[src/rtl/draw_pkg.sv]
`default_nettype none
// ============================================================================
//  Module      : draw_pkg
//  Description : Shared types, sprite geometry and colours for the sprite renderer.
//  Revision    : 1.0 - initial release
// ============================================================================
package draw_pkg;

    typedef enum logic [2:0] {
        S_IDLE  = 3'd0,
        S_SNAP  = 3'd1,
        S_ERASE = 3'd2,
        S_DRAW  = 3'd3,
        S_DONE  = 3'd4
    } draw_state_t;

    localparam int c_screen_w_dflt = 640;
    localparam int c_screen_h_dflt = 480;
    localparam int c_num_obj       = 4;

    localparam logic [1:0] c_obj_m1    = 2'd0;
    localparam logic [1:0] c_obj_m2    = 2'd1;
    localparam logic [1:0] c_obj_lava  = 2'd2;
    localparam logic [1:0] c_obj_plane = 2'd3;

    localparam logic [2:0] c_col_bg       = 3'b000;
    localparam logic [2:0] c_col_plane    = 3'b111;
    localparam logic [2:0] c_col_plane_go = 3'b110;
    localparam logic [2:0] c_col_lava     = 3'b100;
    localparam logic [2:0] c_col_mountain = 3'b010;

    localparam logic [4:0] c_mtn_w   = 5'd16;
    localparam logic [4:0] c_mtn_h   = 5'd16;
    localparam logic [4:0] c_lava_w  = 5'd8;
    localparam logic [4:0] c_lava_h  = 5'd8;
    localparam logic [4:0] c_plane_w = 5'd16;
    localparam logic [4:0] c_plane_h = 5'd8;

    function automatic logic [4:0] sprite_w(input logic [1:0] obj);
        case (obj)
            c_obj_lava:  return c_lava_w;
            c_obj_plane: return c_plane_w;
            default:     return c_mtn_w;
        endcase
    endfunction

    function automatic logic [4:0] sprite_h(input logic [1:0] obj);
        case (obj)
            c_obj_lava:  return c_lava_h;
            c_obj_plane: return c_plane_h;
            default:     return c_mtn_h;
        endcase
    endfunction

    function automatic logic [2:0] sprite_colour(input logic [1:0] obj, input logic go);
        case (obj)
            c_obj_lava:  return c_col_lava;
            c_obj_plane: return go ? c_col_plane_go : c_col_plane;
            default:     return c_col_mountain;
        endcase
    endfunction

    // Lowest valid object index at or above 'from'; bit 2 flags that one exists.
    function automatic logic [2:0] first_valid(input logic [3:0] valid, input logic [2:0] from);
        logic [2:0] sel;
        sel = 3'b000;
        for (int i = c_num_obj - 1; i >= 0; i--) begin
            if (valid[i] && (3'(i) >= from)) begin
                sel = {1'b1, 2'(i)};
            end
        end
        return sel;
    endfunction

endpackage
`default_nettype wire

[src/rtl/rect_scanner.sv]
`default_nettype none
// ============================================================================
//  Module      : rect_scanner
//  Description : Row-major dx/dy walker over a W x H rectangle with stall control.
//  Revision    : 1.0 - initial release
// ============================================================================
module rect_scanner (
    input  logic       clk,
    input  logic       resetn,
    input  logic       i_start,
    input  logic       i_advance,
    input  logic [4:0] i_w,
    input  logic [4:0] i_h,
    output logic [4:0] o_dx,
    output logic [4:0] o_dy,
    output logic       o_last
);

    logic [4:0] r_dx;
    logic [4:0] r_dy;
    logic       w_row_end;

    assign w_row_end = (r_dx == i_w - 5'd1);
    assign o_last    = w_row_end && (r_dy == i_h - 5'd1);
    assign o_dx      = r_dx;
    assign o_dy      = r_dy;

    // Wrapping to 0,0 after the last pixel lets the next rectangle start without a restart.
    always_ff @(posedge clk) begin
        if (!resetn || i_start) begin
            r_dx <= '0;
            r_dy <= '0;
        end else if (i_advance) begin
            if (w_row_end) begin
                r_dx <= '0;
                r_dy <= o_last ? 5'd0 : r_dy + 5'd1;
            end else begin
                r_dx <= r_dx + 5'd1;
            end
        end
    end

endmodule
`default_nettype wire

[src/rtl/sprite_renderer.sv]
`default_nettype none
// ============================================================================
//  Module      : sprite_renderer
//  Description : Per-frame erase/redraw of four sprites into a handshaked pixel stream.
//  Revision    : 1.0 - initial release
// ============================================================================
module sprite_renderer
    import draw_pkg::*;
#(
    parameter int PLANE_X  = 40,
    parameter int SCREEN_W = c_screen_w_dflt,
    parameter int SCREEN_H = c_screen_h_dflt
) (
    input  logic       clk,
    input  logic       resetn,
    input  logic       frame_tick,
    input  logic       game_over,
    input  logic [9:0] plane_y,
    input  logic [9:0] lava_x,
    input  logic [9:0] lava_y,
    input  logic [9:0] mountain1_x,
    input  logic [9:0] mountain1_y,
    input  logic [9:0] mountain2_x,
    input  logic [9:0] mountain2_y,
    input  logic       pix_ready,
    output logic [9:0] x,
    output logic [8:0] y,
    output logic [2:0] colour,
    output logic       plot,
    output logic       busy,
    output logic       frame_done,
    output logic       frame_drop
);

    draw_state_t r_state;
    draw_state_t w_state_nxt;
    logic [1:0]  r_obj;
    logic [1:0]  w_obj_nxt;

    logic [9:0]  r_snap_x [c_num_obj];
    logic [9:0]  r_snap_y [c_num_obj];
    logic [9:0]  r_old_x  [c_num_obj];
    logic [9:0]  r_old_y  [c_num_obj];
    logic [3:0]  r_valid;
    logic        r_go;

    logic [4:0]  w_w;
    logic [4:0]  w_h;
    logic [4:0]  w_dx;
    logic [4:0]  w_dy;
    logic        w_last;
    logic        w_snap;
    logic        w_erase;
    logic        w_scanning;
    logic        w_clip;
    logic        w_advance;
    logic        w_obj_done;
    logic [9:0]  w_base_x;
    logic [9:0]  w_base_y;
    logic [10:0] w_px;
    logic [10:0] w_py;
    logic [2:0]  w_from;
    logic [2:0]  w_sel;

    assign w_snap     = (r_state == S_SNAP);
    assign w_erase    = (r_state == S_ERASE);
    assign w_scanning = w_erase || (r_state == S_DRAW);

    assign w_base_x = w_erase ? r_old_x[r_obj] : r_snap_x[r_obj];
    assign w_base_y = w_erase ? r_old_y[r_obj] : r_snap_y[r_obj];
    assign w_px     = {1'b0, w_base_x} + {6'd0, w_dx};
    assign w_py     = {1'b0, w_base_y} + {6'd0, w_dy};

    // Off-screen slots burn one cycle without waiting for the adapter.
    assign w_clip     = (w_px >= 11'(SCREEN_W)) || (w_py >= 11'(SCREEN_H));
    assign w_advance  = w_scanning && (w_clip || pix_ready);
    assign w_obj_done = w_advance && w_last;

    assign w_w = sprite_w(r_obj);
    assign w_h = sprite_h(r_obj);

    // Erase skips invalid objects in zero cycles by jumping straight to the next valid one.
    assign w_from = w_snap ? 3'd0 : ({1'b0, r_obj} + 3'd1);
    assign w_sel  = first_valid(r_valid, w_from);

    rect_scanner u_scan (
        .clk       (clk),
        .resetn    (resetn),
        .i_start   (w_snap),
        .i_advance (w_advance),
        .i_w       (w_w),
        .i_h       (w_h),
        .o_dx      (w_dx),
        .o_dy      (w_dy),
        .o_last    (w_last)
    );

    always_ff @(posedge clk) begin
        if (!resetn) begin
            r_state <= S_IDLE;
            r_obj   <= c_obj_m1;
        end else begin
            r_state <= w_state_nxt;
            r_obj   <= w_obj_nxt;
        end
    end

    always_comb begin
        w_state_nxt = r_state;
        w_obj_nxt   = r_obj;
        x           = '0;
        y           = '0;
        colour      = c_col_bg;
        plot        = 1'b0;
        busy        = (r_state != S_IDLE);
        frame_done  = 1'b0;
        frame_drop  = frame_tick && (r_state != S_IDLE);

        case (r_state)
            S_IDLE: begin
                if (frame_tick) begin
                    w_state_nxt = S_SNAP;
                end
            end
            S_SNAP, S_ERASE: begin
                if (w_snap || w_obj_done) begin
                    if (w_sel[2]) begin
                        w_state_nxt = S_ERASE;
                        w_obj_nxt   = w_sel[1:0];
                    end else begin
                        w_state_nxt = S_DRAW;
                        w_obj_nxt   = c_obj_m1;
                    end
                end
            end
            S_DRAW: begin
                if (w_obj_done) begin
                    if (r_obj == c_obj_plane) begin
                        w_state_nxt = S_DONE;
                    end else begin
                        w_obj_nxt = r_obj + 2'd1;
                    end
                end
            end
            S_DONE: begin
                frame_done  = 1'b1;
                w_state_nxt = S_IDLE;
            end
            default: begin
                w_state_nxt = S_IDLE;
            end
        endcase

        if (w_scanning) begin
            x      = w_px[9:0];
            y      = w_py[8:0];
            colour = w_erase ? c_col_bg : sprite_colour(r_obj, r_go);
            plot   = !w_clip;
        end
    end

    always_ff @(posedge clk) begin
        if (!resetn) begin
            for (int i = 0; i < c_num_obj; i++) begin
                r_snap_x[i] <= '0;
                r_snap_y[i] <= '0;
                r_old_x[i]  <= '0;
                r_old_y[i]  <= '0;
            end
            r_valid <= '0;
            r_go    <= 1'b0;
        end else begin
            if (w_snap) begin
                r_snap_x[c_obj_m1]    <= mountain1_x;
                r_snap_y[c_obj_m1]    <= mountain1_y;
                r_snap_x[c_obj_m2]    <= mountain2_x;
                r_snap_y[c_obj_m2]    <= mountain2_y;
                r_snap_x[c_obj_lava]  <= lava_x;
                r_snap_y[c_obj_lava]  <= lava_y;
                r_snap_x[c_obj_plane] <= 10'(PLANE_X);
                r_snap_y[c_obj_plane] <= plane_y;
                r_go                  <= game_over;
            end
            // The shadow copy becomes next frame's erase rectangle.
            if ((r_state == S_DRAW) && w_obj_done) begin
                r_old_x[r_obj] <= r_snap_x[r_obj];
                r_old_y[r_obj] <= r_snap_y[r_obj];
                r_valid[r_obj] <= 1'b1;
            end
        end
    end

endmodule
`default_nettype wire

[config.mk]
export PLATFORM = sky130hd
export DESIGN_NAME = sprite_renderer
export DESIGN_NICKNAME = d
export VERILOG_FILES = /design/src/rtl/draw_pkg.sv /design/src/rtl/rect_scanner.sv /design/src/rtl/sprite_renderer.sv
export SDC_FILE = /design/constraint.sdc
export NUM_CORES = 1
export LEC_CHECK = 0
export ABC_AREA = 1
export CAP_MARGIN = 0
export CORE_MARGIN = 2
export CORE_UTILIZATION = 35
export DETAILED_ROUTE_END_ITERATION = 10
export PLACE_DENSITY = 0.52
export SLEW_MARGIN = 20
export SYNTH_ARGS = -nofsm -noshare
export SYNTH_HDL_FRONTEND = slang
export SYNTH_SLANG_ARGS = --single-unit
[constraint.sdc]
create_clock -name clk -period 13.4 [get_ports clk]
set_input_delay 2.01 -clock clk [delete_from_list [all_inputs] [get_ports clk]]
set_output_delay 2.01 -clock clk [all_outputs]
set_load 0.02 [all_outputs]
== After elaboration in Yosys (flattened, before gate mapping) ==
Memories as Yosys holds them, arrays and structs flattened. A register that Yosys moved wholly into a read port is not among the register bits.
Cells that the tools add are included.

* Bits in latches: 0
* Output and inout bits: 26
* Flip-flop bits (word level): 20
* Word-level logic and storage cells: 136
* Memories kept: 4
* Memory bits (writable): 160
* Bits in read-only memories: 0
* Input port bits: 75

{| class="wikitable"
|+ Memories
! memory !! depth !! width !! rd ports !! clocked after Yosys merged registers in !! wr ports !! RTL line !! RTL
|-
| r_old_x || 4 || 10 || 1 || 1 || 4 || sprite_renderer.sv:42 || <nowiki>logic [9:0] r_old_x [c_num_obj];</nowiki>
|-
| r_old_y || 4 || 10 || 1 || 1 || 4 || sprite_renderer.sv:43 || <nowiki>logic [9:0] r_old_y [c_num_obj];</nowiki>
|-
| r_snap_x || 4 || 10 || 1 || 1 || 4 || sprite_renderer.sv:40 || <nowiki>logic [9:0] r_snap_x [c_num_obj];</nowiki>
|-
| r_snap_y || 4 || 10 || 1 || 1 || 4 || sprite_renderer.sv:41 || <nowiki>logic [9:0] r_snap_y [c_num_obj];</nowiki>
|}

* Order comparisons: 8
* Add/sub/neg operators: 8
* Bitwise operators: 9
* Multiply operators: 0
* Muxes and demuxes: 61
* Divide/modulo/power cells: 0
* Shifts and indexed selects: 0
* Reductions and logical operators: 27
* Equal/unequal tests: 13

{| class="wikitable"
|+ Operators with widths
! kind !! count
|-
| $mux W10 || 13
|-
| $mux W3 || 11
|-
| $mux W2 || 14
|-
| $add A10 B5 Y11 || 2
|-
| $mux W5 || 4
|-
| $reduce_or A10 Y1 || 2
|-
| $mux W1 || 14
|-
| $ge A11 B10 Y1 const B || 1
|-
| $ge A11 B9 Y1 const B || 1
|-
| $add A5 B1 Y5 const B || 2
|-
| $eq A5 B5 Y1 || 2
|-
| $logic_and A1 B1 Y1 || 10
|-
| $ne A2 B2 Y1 const B || 5
|-
| $sub A5 B1 Y5 const B || 2
|-
| $mux W9 || 1
|-
| $pmux W3 S3 || 1
|-
| $or A1 B1 Y1 || 8
|-
| $reduce_and A4 Y1 || 2
|-
| $eq A3 B2 Y1 const B || 2
|-
| $ge A1 B3 Y1 const A || 2
|-
| $ge A2 B3 Y1 const A || 2
|-
| $pmux W3 S2 || 1
|-
| $logic_or A1 B1 Y1 || 5
|-
| $eq A2 B2 Y1 const B || 2
|-
| 15 further kinds || 17
|}

== Logic depth before layout (Yosys ltp) ==
* Word-level depth: 14
* Depth in mapped cells: 29
* Gate-level depth less buffers: 27

== Modules after synthesis ==
From an unflattened synthesis, not the netlist that was laid out.

* Cell total of the unflattened synthesis: 1158
* Area, all modules: 9606.7 sq um

{| class="wikitable"
|+ Modules (own cells, without submodules)
! module !! seq. area each (sq um) !! cells an instance !! times used !! area each (sq um)
|-
| sprite_renderer || 4774.6 || 1008 || 1 || 8697.1
|-
| rect_scanner || 200.2 || 150 || 1 || 909.6
|}

== Worst setup path after synthesis ==
OpenSTA, ideal clock, no wires.

* Kind: register to output
* From: register with a tool-made name
* To: output port plot
* Stages on the path, launching flop included: 22
* Data required time: 11.390 ns
* Data arrival time: 3.352 ns
* Path buffers: 3
* Slack: 8.038 ns
* Cells stage by stage: dfxtp_1 > buf_4 > buf_6 > clkbuf_1 > nor3_1 > a221oi_1 > o21ai_0 > ha_1 > fa_1 > nand3_1 > nand2_1 > nand2_1 > nand2_1 > inv_1 > nor2_1 > nand2_1 > nand2_1 > nand2_1 > nand3_1 > nor2_2 > nand2_1 > nor2_1

{| class="wikitable"
|+ RTL lines
! what !! RTL line !! RTL
|-
| end, declared || sprite_renderer.sv:29 || <nowiki>output logic plot,</nowiki>
|}

==> results.md <==
- Status: completed
- Die Ht: 166 um
- Crit end category: output pin
- GR peak layer: met2
- WP data required: 11390 ps
- Hold_sp: r_valid[2]$_SDFFE_PN0P_
- Fin Setup TNS: 0 ps
- Num rows: 59
- Area Growth Syn to Fin: 19.8%
- Total grt overflow: 0
- H-tree Lvls: 4
- Die W: 166 um
- Critical path, cell by cell: buf_4, inv_2, buf_4, nor2_1, nor3_1, a221oi_1, o21ai_0, ha_1, fa_1, nand3_1, nand2_1, nand2_1, nand2_1, inv_1, nor2_1, nand2_1, nand2_1, nand2_1, nand3_1, nor2_2, nand2_1, nor2_1, clkdlybuf4s50_1
- Synthesized flop and latch total: 173
- Tot Pwr: 1.97 mW
- Ys async rst share: 0%
- Post-layout net count: 1223
- DR vias/cell: 4.50
- Reg2reg setup slack: 7580 ps
- Met1 Use GR: 24.0%
- Top cell type by total area after synthesis: edfxtp_1
- VDD IR max: 0.0000725 V
- RSZ-0062 raised after global routing: no
- Tmin final: 7070 ps
- First-pass GRT wire length: 35500 um
- Routing usage on met3: 2.57%
- Post-cts sizing count: 0
- CP Buf/Inv Count: 5
- Synth Instances: 1042
- Slew Limit Headroom: 29.0%
- Reg2Reg Depth: 24
- Crit-path slowest cell: clkdlybuf4s50_1
- Layout cells sized above 1: 9.19%
- Hold buffers post-CTS: 0
- Post-CTS Setup Inserts: 0
- Fill cell total of the finished layout: 2582
- Antenna diode count: 0
- HP Class: reg2reg
- Max-cap violations: 0
- Fmax: 0.141 GHz
- CTS tree: built
- Setup-violating endpoint count in the final report: 0
- CTS buffer count: 17
- DRC Markers: 0
- Hold endpoint: r_valid[2]$_SDFFE_PN0P_
- Post-Syn Area: 0.00918 mm^2
- Seq/Total Area, Yosys: 54.2%
- Initial antenna violation count: 0
- Fin crit share: 52.8%
- Core box area: 0.0259 mm^2
- Distinct cells, synth: 49
- Number of global-route vias before repair: 6650
- Worst slew pin tran: 1060 ps
- Number of flops mapped to enable cells by yosys: 151
- First drt pass iteration count: 5
- Total die area: 0.0275 mm^2
- Top post-synthesis cells by area: edfxtp_1 (49%), nor2_1 (8.9%), nand2_1 (7.1%), inv_1 (6.9%), dfxtp_1 (4.8%)
- Slew Viols, Final: 0
- ANT nets after route: 0
- Largest net degree at the start of global routing: 80
- Critical Path Max Stage Delay: 610 ps
- Capturing point of the worst reg2reg path: r_old_y[2][9]$_SDFFCE_PN0P_
- Num ports: 101
- Initial Utilization: 35.4%
- CTS root buf: clkbuf_16
- Prevailing post-synth register cell: edfxtp_1
- Hpwl dp: 14600 um
- Worst setup path class: reg2out
- Clock latency on the worst-skew pair: 430 ps
- CP delay by family, top: buffers and inverters
- Crit path arrival time: 5060 ps
- M2 GR Usage: 24.7%
- Hold Violations, Final: 0
- Tot GR Track Use: 16.1%
- Sink Count: 173
- Worst hold path depth: 2
- DR vias: 6657
- Syn Nets: 1135
- DR WL/cell: 14.7 um
- Inst Count DP: 1446
- Non-filler cells, final: 1478
- Pleak: 4.70 nW
- Mean post-synth cell area: 8.81 um^2
- CTS clk-pin slew, worst paths: 70 ps
- PwrDens: 179 mW/mm^2
- Worst-path fanout max: 56
- Clock Skews: 12.3 ps
- # port buffers: 100
- Initial DRC Count: 449
- Top cell type's share of synthesized area: 49.4%
- Drt total wl: 21800 um
- Clock buffer depth: 2
- Most used cell along the critical path: nand2_1
- Routability cong.: 0.777
- Critical path startpoint category: register
- Syn. warnings: 0
## power breakdown
group | total (mW) | internal [mW] | switching (mW)
clock | 0.482 | 0.262 | 0.220
combinational | 0.769 | 0.244 | 0.526
sequential | 0.716 | 0.684 | 0.0329
## how the worst max path moves through the flow
stage	startpoint	endpoint	slack, ps	cells past startpoint
2_1_floorplan	register	plot	8040	21
3_3_place_gp	register	plot	6850	23
3_5_place_dp	register	plot	6710	23
4_1_cts	register	plot	6260	23
5_1_grt	register	plot	5860	23
6_report	register	plot	6330	23
## cells in the final DEF (no fill, tap or decap), types with 3 or more instances in the layout
| cell | n |
|---|---|
| inv_8 | 3 |
| nand2_2 | 6 |
| nand2_4 | 5 |
| nand2_1 | 172 |
| clkinvlp_4 | 4 |
| clkbuf_16 | 17 |
| edfxtp_1 | 151 |
| ha_1 | 16 |
| nor3_1 | 18 |
| dfxtp_1 | 21 |
| xor2_1 | 5 |
| a2bb2oi_1 | 4 |
| nand4_1 | 3 |
| o21ai_0 | 43 |
| buf_4 | 8 |
| a21oi_1 | 27 |
| nand3_2 | 9 |
| a22oi_1 | 12 |
| a221oi_1 | 9 |
| nor2_4 | 3 |
| clkdlybuf4s50_1 | 100 |
| or2_2 | 3 |
| a31oi_1 | 3 |
| nand3_4 | 3 |
| nor2_1 | 218 |
| inv_2 | 6 |
| nand3_1 | 49 |
| nor2_2 | 22 |
| inv_1 | 168 |
| inv_6 | 4 |
## synth_stat cells, types with 3 or more instances
cell / count
buf_6: 12
buf_1: 4
nand4_1: 3
inv_2: 6
nand3_4: 3
nor2_4: 3
nand3_1: 49
nand2_1: 173
inv_1: 168
a2bb2oi_1: 4
buf_4: 3
a31oi_1: 3
nand2_2: 6
nand3_2: 9
a221oi_1: 9
nor3_1: 18
nand2_4: 4
a21oi_1: 27
nor2_2: 22
clkbuf_1: 15
xor2_1: 5
nor2_1: 218
or2_2: 3
ha_1: 16
buf_2: 5
a22oi_1: 12
o21ai_0: 43
edfxtp_1: 151
dfxtp_1: 22
## tightest hold or removal path: cells and delay by family, from the launching register on
| kind | cells | cell delay, ps |
|---|---|---|
| AOI/OAI and AO/OA | 1 | 40 |
| DFF | 1 | 330 |
| and+or+nand+nor | 1 | 70 |
## metal layers
metal | routed length, um | vias to the layer above
met5 | 0 | -
li1 | - | 3525
met2 | 9500 | 139
met3 | 875 | 11
met4 | 166 | 0
met1 | 11200 | 2982
## kinds of logic (layout without fill, tap and decap cells)
group                      count (synthesis)  count (layout)  share of synthesized area, %
AOI/OAI and AO/OA                        113             113                          7.44
adders and majority gates                 18              18                          2.62
and+or+nand+nor                          516             516                          25.1
DFF                                      173             173                          54.2
xor gates and xnor gates                   7               7                         0.668
buffers and inverters                    215             316                          9.99
## stage by stage
step | worst slack, ps | instance area [um^2] | util [%] | hold WS, ps
floorplan | 8040 | 9180 | - | 430
global placement | 6850 | 10400 | 40.2 | 459
global route | 5860 | 11000 | 42.4 | 509
finish | 6330 | 11000 | 42.4 | 470
CTS | 6260 | 11000 | 42.4 | 472
detailed placement | 6710 | 10400 | 40.2 | 454
## cell type report
type | count | area [um^2] | share of cell area, %
flip-flops and latches | 173 | 4980 | 45.2
multi-input cells | 654 | 3300 | 30.0
repair buffers | 108 | 1060 | 9.65
inverters | 176 | 663 | 6.03
clock buffers | 17 | 425 | 3.87
well taps | 335 | 419 | 3.81
clock inverters | 15 | 151 | 1.38
## registers in the layout (all words and copies together) (netlist names), named ones only
register,count
r_state,3
r_snap_y,40
r_go,1
r_old_y,40
r_obj,2
u_scan.o_dx,5
r_valid,4
r_snap_x,31
u_scan.o_dy,5
r_old_x,40
No activity file was read; power rests on OpenSTA's default activity.
